**src/rtl/effects_ctrl_if.sv**
```systemverilog
// effects_ctrl_if: config request handshake (valid/ready with address and data).
interface effects_ctrl_if;
   logic       vld;
   logic       rdy;
   logic [1:0] addr;
   logic [9:0] data;
   modport master(output vld, addr, data, input rdy);
   modport slave(input vld, addr, data, output rdy);
endinterface

```
**src/rtl/effects_ctrl.sv**
```systemverilog
// effects_ctrl: strobe-paced gain/bypass controller with one-deep request buffer.
// Define EFFECTS_CTRL_RAMP_EN for stepped gain ramps and fade-out/fade-in bypass switching.
module effects_ctrl #(
   parameter logic [9:0] GAIN_DEFAULT = 10'd20,
   parameter logic [5:0] STEP_DEFAULT = 6'd1
) (
   input  logic                 clk,
   input  logic                 rst,
   input  logic                 sample_strobe,
   effects_ctrl_if.slave        cfg,
   output logic [9:0]           gain_value,
   output logic                 bypass,
   output logic                 busy
);
   typedef enum logic [2:0] {IDLE, RAMP, FADE_DOWN, SWITCH, FADE_UP} state_t;
   state_t state, state_n;
   logic [9:0] gain_n, target, target_n, pend_data;
   logic [1:0] pend_addr;
   logic pend_vld, bypass_n, accept, apply;
   assign cfg.rdy = ~pend_vld & ~rst;
   assign accept = cfg.vld & cfg.rdy;
   // requests wait out a fade so bypass switching is never interrupted
   assign apply = sample_strobe & pend_vld & (state == IDLE || state == RAMP);
   assign busy = (state != IDLE) | pend_vld;
`ifdef EFFECTS_CTRL_RAMP_EN
   logic [5:0] step, step_n;
   logic [9:0] diff, ramp_gain, down_gain;
   logic fade_req;
   always_comb begin
      diff = target > gain_value ? target - gain_value : gain_value - target;
      ramp_gain = diff <= {4'd0, step} ? target :
                  target > gain_value ? gain_value + {4'd0, step} : gain_value - {4'd0, step};
      down_gain = gain_value <= {4'd0, step} ? 10'd0 : gain_value - {4'd0, step};
      target_n = apply && pend_addr == 2'd0 ? pend_data : target;
      step_n = apply && pend_addr == 2'd2 ? (pend_data[5:0] == 6'd0 ? 6'd1 : pend_data[5:0]) : step;
      fade_req = apply && pend_addr == 2'd1 && pend_data[0] != bypass;
      state_n = state;
      gain_n = gain_value;
      bypass_n = bypass;
      if (sample_strobe)
         case (state)
            IDLE: state_n = fade_req ? FADE_DOWN : gain_value != target_n ? RAMP : IDLE;
            RAMP: begin
               gain_n = ramp_gain;
               state_n = fade_req ? FADE_DOWN : ramp_gain != target_n ? RAMP : IDLE;
            end
            FADE_DOWN: begin
               gain_n = down_gain;
               state_n = down_gain == 10'd0 ? SWITCH : FADE_DOWN;
            end
            SWITCH: begin
               bypass_n = ~bypass;
               state_n = FADE_UP;
            end
            FADE_UP: begin
               gain_n = ramp_gain;
               state_n = ramp_gain == target ? IDLE : FADE_UP;
            end
            default: state_n = IDLE;
         endcase
   end
   always_ff @(posedge clk or posedge rst)
      if (rst) step <= STEP_DEFAULT;
      else step <= step_n;
`else
   always_comb begin
      target_n = apply && pend_addr == 2'd0 ? pend_data : target;
      gain_n = apply && pend_addr == 2'd0 ? pend_data : gain_value;
      bypass_n = apply && pend_addr == 2'd1 ? pend_data[0] : bypass;
      state_n = IDLE;
   end
`endif
   always_ff @(posedge clk or posedge rst)
      if (rst) begin
         state <= IDLE;
         gain_value <= GAIN_DEFAULT;
         target <= GAIN_DEFAULT;
         bypass <= 1'b0;
         pend_vld <= 1'b0;
         pend_addr <= '0;
         pend_data <= '0;
      end else begin
         state <= state_n;
         gain_value <= gain_n;
         target <= target_n;
         bypass <= bypass_n;
         pend_vld <= accept | (pend_vld & ~apply);
         if (accept) begin
            pend_addr <= cfg.addr;
            pend_data <= cfg.data;
         end
      end
endmodule

```
**src/flat_wrapper.sv**
```systemverilog
// flat-port wrapper written by rule: the top's interface ports become plain ports
module effects_ctrl_flat 
#(
   parameter logic [9:0] GAIN_DEFAULT = 10'd20,
   parameter logic [5:0] STEP_DEFAULT = 6'd1
)
  (clk, rst, sample_strobe, gain_value, bypass, busy, cfg_vld, cfg_addr, cfg_data, cfg_rdy);
  effects_ctrl_if cfg_i ();
  input  logic clk;
  input  logic rst;
  input  logic sample_strobe;
  output logic [9:0] gain_value;
  output logic bypass;
  output logic busy;
  input wire logic [$bits(cfg_i.vld)-1:0] cfg_vld;
  input wire logic [$bits(cfg_i.addr)-1:0] cfg_addr;
  input wire logic [$bits(cfg_i.data)-1:0] cfg_data;
  output wire logic [$bits(cfg_i.rdy)-1:0] cfg_rdy;
  assign cfg_i.vld = cfg_vld;
  assign cfg_i.addr = cfg_addr;
  assign cfg_i.data = cfg_data;
  assign cfg_rdy = cfg_i.rdy;
  effects_ctrl #(.GAIN_DEFAULT(GAIN_DEFAULT), .STEP_DEFAULT(STEP_DEFAULT)) u_core (.clk(clk), .rst(rst), .sample_strobe(sample_strobe), .cfg(cfg_i), .gain_value(gain_value), .bypass(bypass), .busy(busy));
endmodule
```
**config.mk**
```make
export PLATFORM = sky130hd
export DESIGN_NAME = effects_ctrl_flat
export DESIGN_NICKNAME = d
export VERILOG_FILES = /design/src/rtl/effects_ctrl_if.sv /design/src/rtl/effects_ctrl.sv /design/src/flat_wrapper.sv
export SDC_FILE = /design/constraint.sdc
export NUM_CORES = 1
export LEC_CHECK = 0
export ABC_AREA = 1
export CAP_MARGIN = 30
export CORE_ASPECT_RATIO = 1.1
export CORE_MARGIN = 1.5
export CORE_UTILIZATION = 45
export DETAILED_ROUTE_END_ITERATION = 10
export PLACE_DENSITY = 0.88
export SYNTH_ARGS = -nofsm -noshare
export SYNTH_HDL_FRONTEND = slang
export SYNTH_SLANG_ARGS = --single-unit
```
**constraint.sdc**
```tcl
create_clock -name clk -period 1.2 [get_ports clk]
set_input_delay 0.12 -clock clk [delete_from_list [all_inputs] [get_ports clk]]
set_output_delay 0.12 -clock clk [all_outputs]
set_load 0.02 [all_outputs]
```
# Word-level counts from Yosys, hierarchy flattened
# Cells that the tools add are included.
# classes
n_eq_ne,1
n_bitwise,8
n_reduce_logical,3
# ops
cell,count
bitwise AND 1 bit,4
inverter 1 bit,3
"equality test 2 x 1 -> 1 bit, second input constant",1
logical AND 1 bit,2
logical NOT 2 bit,1
OR 1 bit,1
# totals
ff_bits,24
word_cells,17

# Depth between registers and ports, before layout
# logic_depth
depth_word,4
depth_mapped,5
mapped_depth_nobuf,5

# Worst setup path after synthesis
# Ideal clock, no wire load.
# synth_timing
path_type,reg2reg
from,register u_core.pend_vld
to,register u_core.pend_data[0]
setup_ns,0.116
t_arrival_ns,0.956
required_ns,1.084
path_slack_ns,0.127
path_stages_with_launch,6
synth_period_minus_slack_ns,1.073
path_cell_list,dfrtp_1 nor2_4 nand2_4 buf_6 nand2_1 nand2_1
# synth_between
elab_chain_len,3
# synth_rtl
item,line,rtl
from (decl),effects_ctrl.sv:19,"logic pend_vld, bypass_n, accept, apply;"
from (signal assigned),effects_ctrl.sv:87,pend_vld <= accept | (pend_vld & ~apply);
inverter 1 bit,effects_ctrl.sv:20,assign cfg.rdy = ~pend_vld & ~rst;
bitwise AND 1 bit,effects_ctrl.sv:20,
bitwise AND 1 bit,effects_ctrl.sv:21,assign accept = cfg.vld & cfg.rdy;
to (signal assigned),effects_ctrl.sv:90,pend_data <= cfg.data;
to (decl),effects_ctrl.sv:17,"logic [9:0] gain_n, target, target_n, pend_data;"
# No other way between the ends.
# A chain may end at the register's enable or synchronous reset.

# Worst setup path after layout
# layout_timing
from,register u_core.gain_value[3]
to,output port gain_value[3]
# layout_rtl
item,line,rtl
from (decl),effects_ctrl.sv:11,"output logic [9:0] gain_value,"
from (signal assigned),effects_ctrl.sv:84,gain_value <= gain_n;
to (decl),flat_wrapper.sv:12,output logic [9:0] gain_value;
# No word-level cell between the ends.

==> run_results.csv <==
group,metric,value,unit
global_routing,grt_pass1_vias,811,
logic_synthesis,yosys.area_share.simple,33.42,%
logic_synthesis,synth_fa_ha_area_share,0,%
pwr,power_leakage,0.7239,nW
global_routing,grt_pass1_wl,3263,µm
clock_tree,cts_made_buffers,3,
timing,clock_skew,0.007671,ns
timing,slew_headroom,85.95,%
routing,routed_wirelength,1832,µm
floorplan,io_pins,29,
clock_tree,clock-root-buffer,"clkbuf_4",
timing,finalCriticalPeriod,1.146,ns
floorplan,core_area,2063,µm²
setup_path,endpoint_kind,"output pin",
setup_path,cp_num_buf_inv,1,
pwr,power_frac_clock,14.3,%
placed_design,place_congestion,0.7606,
layout,syn2layout_area_growth,31.44,%
layout,antenna_cells,0,
logic_synthesis,muxShareOfSynthArea,0,%
worst_hold_path,min_path_type,"input pin to async pin",
layout,layout.cells.most_common_list,"nand2_1, nand3_1, dfrtp_1, clkdlybuf4s50_1, dlygate4sd2_1",
routing,via_per_inst,4.772,
run_status,outcome,"complete, no violations",
setup_path,r2r_start,"u_core.pend_vld",
clock_tree,cts.sinks,24,
global_routing,overflow,0,
timing,max_freq,0.8728,GHz
clock_tree,clk_path_buf_depth,2,
logic_synthesis,yosys.area_share.xor_xnor,0,%
logic_synthesis,synth_compound_area_share,0.4932,%
logic_synthesis,syn_avg_cell_area,9.225,µm²
setup_path,cp_slowest_stage_delay,0.40,ns
floorplan,start_util,49.18,%
setup_path,cp-start-kind,"flop",
routing,route.met3.wl,96,µm
setup_path,cp_top_family,"flip-flops",
layout,mostFrequentLayoutCell,"nand2_1",
logic_synthesis,netlist_area,1015,µm²
clock_tree,cts_tree,"yes",
pwr,power_frac_seq,50.8,%
pwr,internal-power,1.505,mW
setup_path,r2r-end,"u_core.pend_data[6]",
floorplan,die_w,48.28,µm
pwr,vdd_drop_max,712.6,µV
run,cap_violations,0,
setup_path,worst-setup-path-type,"flop to output pin",
routing,wl_per_cell,10.71,µm
routing,drt-initial-drc-count,17,
logic_synthesis,synth_cell_types,13,
clock_tree,htree_levels,1,
logic_synthesis,ys_ff_latch,24,
pwr,pwr-share-comb,34.9,%
setup_path,cp_cell_sequence,"dlygate4sd2_1",
placed_design,dpl.hpwl,1490,µm
pwr,power.total,2.339,mW
logic_synthesis,ys_warn_count,0,
timing,tightest_slew,0.2116,ns
routing,postRouteAntennaNets,0,
pwr,p_switching,0.8341,mW
logic_synthesis,synth_cells,110,
timing,fin_setup_tns,0,ns
setup_path,worst_r2r_path_depth,5,
layout,fin_cells,171,
pwr,switching_share,35.67,%
setup_path,crit_fanout,2,
placed_design,dp.cells,168,
timing,final-setup-viol-count,0,
layout,layout-drive-gt1-share,16.08,%
timing,timing.final.crit_share,95.48,%
global_routing,antenna_found_initial,0,
pwr,cellPowerDensity,1753,nW/µm²
setup_path,reg2reg_slack,0.11,ns
floorplan,die_area,2549,µm²
layout,final_nets,161,
logic_synthesis,synthesis.nets,126,
routing,drc,0,
routing,top_layer,"met3",
global_routing,track_usage,18.06,%
routing,num_vias,816,
clock_tree,clkTransAtPathRegs,0.12,ns
clock_tree,clk_latency,0.30,ns
floorplan,fp.dieH,52.81,µm
routing,dr.pass1.iters,4,
placed_design,port_buffers,28,
logic_synthesis,synth-seq-area-share,59.43,%
setup_path,required,1.08,ns
logic_synthesis,synth_top_family_by_area,"simple AND/OR/NAND/NOR gates",
routing,drt-met1-wl,789,µm
floorplan,rows,17,
timing,finalHoldViolations,0,
timing,final_max_slew_viol_count,0,
timing,rsz0062_at_grt,"false",
setup_path,arrival,1.03,ns
global_routing,grt_max_degree,25,
layout,fill_cells,178,
setup_path,critical_path.slowest_cell,"dfrtp_1",
routing,met2_length,947,µm
cell usage after synthesis:
library cell	n	area [µm²]
nand2_2	4	25.02
inv_1	3	11.26
nor2_4	1	11.26
inv_2	1	3.750
buf_6	4	45.04
dfrtp_1	22	550.5
nor2_1	2	7.510
nand2_4	1	11.26
buf_4	1	7.510
nand2_1	45	168.9
dfstp_2	2	52.55
o21ai_0	1	5.000
nand3_1	23	115.1
layout make-up:
cell class | count | area (µm²) | area share, %
well taps | 28 | 35.03 | 2.627
repair buffers | 35 | 314.1 | 23.55
inverters | 4 | 15.01 | 1.126
clock buffers | 3 | 22.52 | 1.689
flip-flops and latches | 24 | 603.1 | 45.22
multi-input cells | 77 | 344.1 | 25.80
state kept, by name (all words and copies together), names as in the netlist:
name,cells
u_core.bypass,1
u_core.pend_addr,2
u_core.pend_data,10
u_core.gain_value,10
u_core.pend_vld,1
through the flow:
stage / hold slack, ns / instance area, µm² / setup WS [ns] / util, %
floorplan: 0.1331 / 1015 / 0.1273 / -
global placement: 0.4528 / 1343 / -0.2447 / 65.07
detailed placement: 0.4547 / 1343 / -0.2595 / 65.07
CTS: 0.2254 / 1339 / 0.02511 / 64.89
global route: 0.2528 / 1334 / 0.006017 / 64.65
finish: 0.2199 / 1334 / 0.05421 / 64.65
repair_timing:
item | in CTS | in global routing
gates resized for setup | 23 | 1
hold endpoints to repair | 0 | 0
buffers inserted | 0 | 0
hold buffers | 0 | 0
cloned | 0 | 0
endpoints found under the setup margin | 13 | 1
worst max path at each step:
stage,startpoint,end,slack [ns],cells after the start
final,u_core.gain_value[3],gain_value[3],0.05,1
after global routing,u_core.pend_vld,u_core.pend_data[1],0.006,5
after CTS,u_core.pend_vld,busy,0.03,1
after detailed placement,rst,cfg_rdy,-0.26,3
after global placement,rst,cfg_rdy,-0.24,3
after floorplan,u_core.pend_vld,u_core.pend_data[0],0.13,5
layer usage:
| layer | vias to the layer above | global-route usage (%) |
|---|---|---|
| met3 | 0 | 3.103 |
| met5 | - | 0 |
| met1 | 371 | 23.30 |
| li1 | 419 | - |
| met4 | 0 | 5.405 |
| met2 | 26 | 30.04 |
cells by family after synthesis:
group           after synthesis
buf+inv                       9
flops                        24
simple gates                 76
compound gates                1
power groups by stage:
stage	Clock (mW)	Sequential, mW	Combinational (mW)
after floorplan	0	1.40	0.301
after global placement	0	1.20	0.918
after detailed placement	0	1.21	0.952
after CTS	0.339	1.19	0.831
after global routing	0.365	1.21	0.909
final	0.333	1.19	0.817
worst min-delay path: stages:
cell	delay, ns
clkdlybuf4s50_1	0.46
inv_1	0.12
buf_12	0.18
Power figures use the tool's default switching activity.
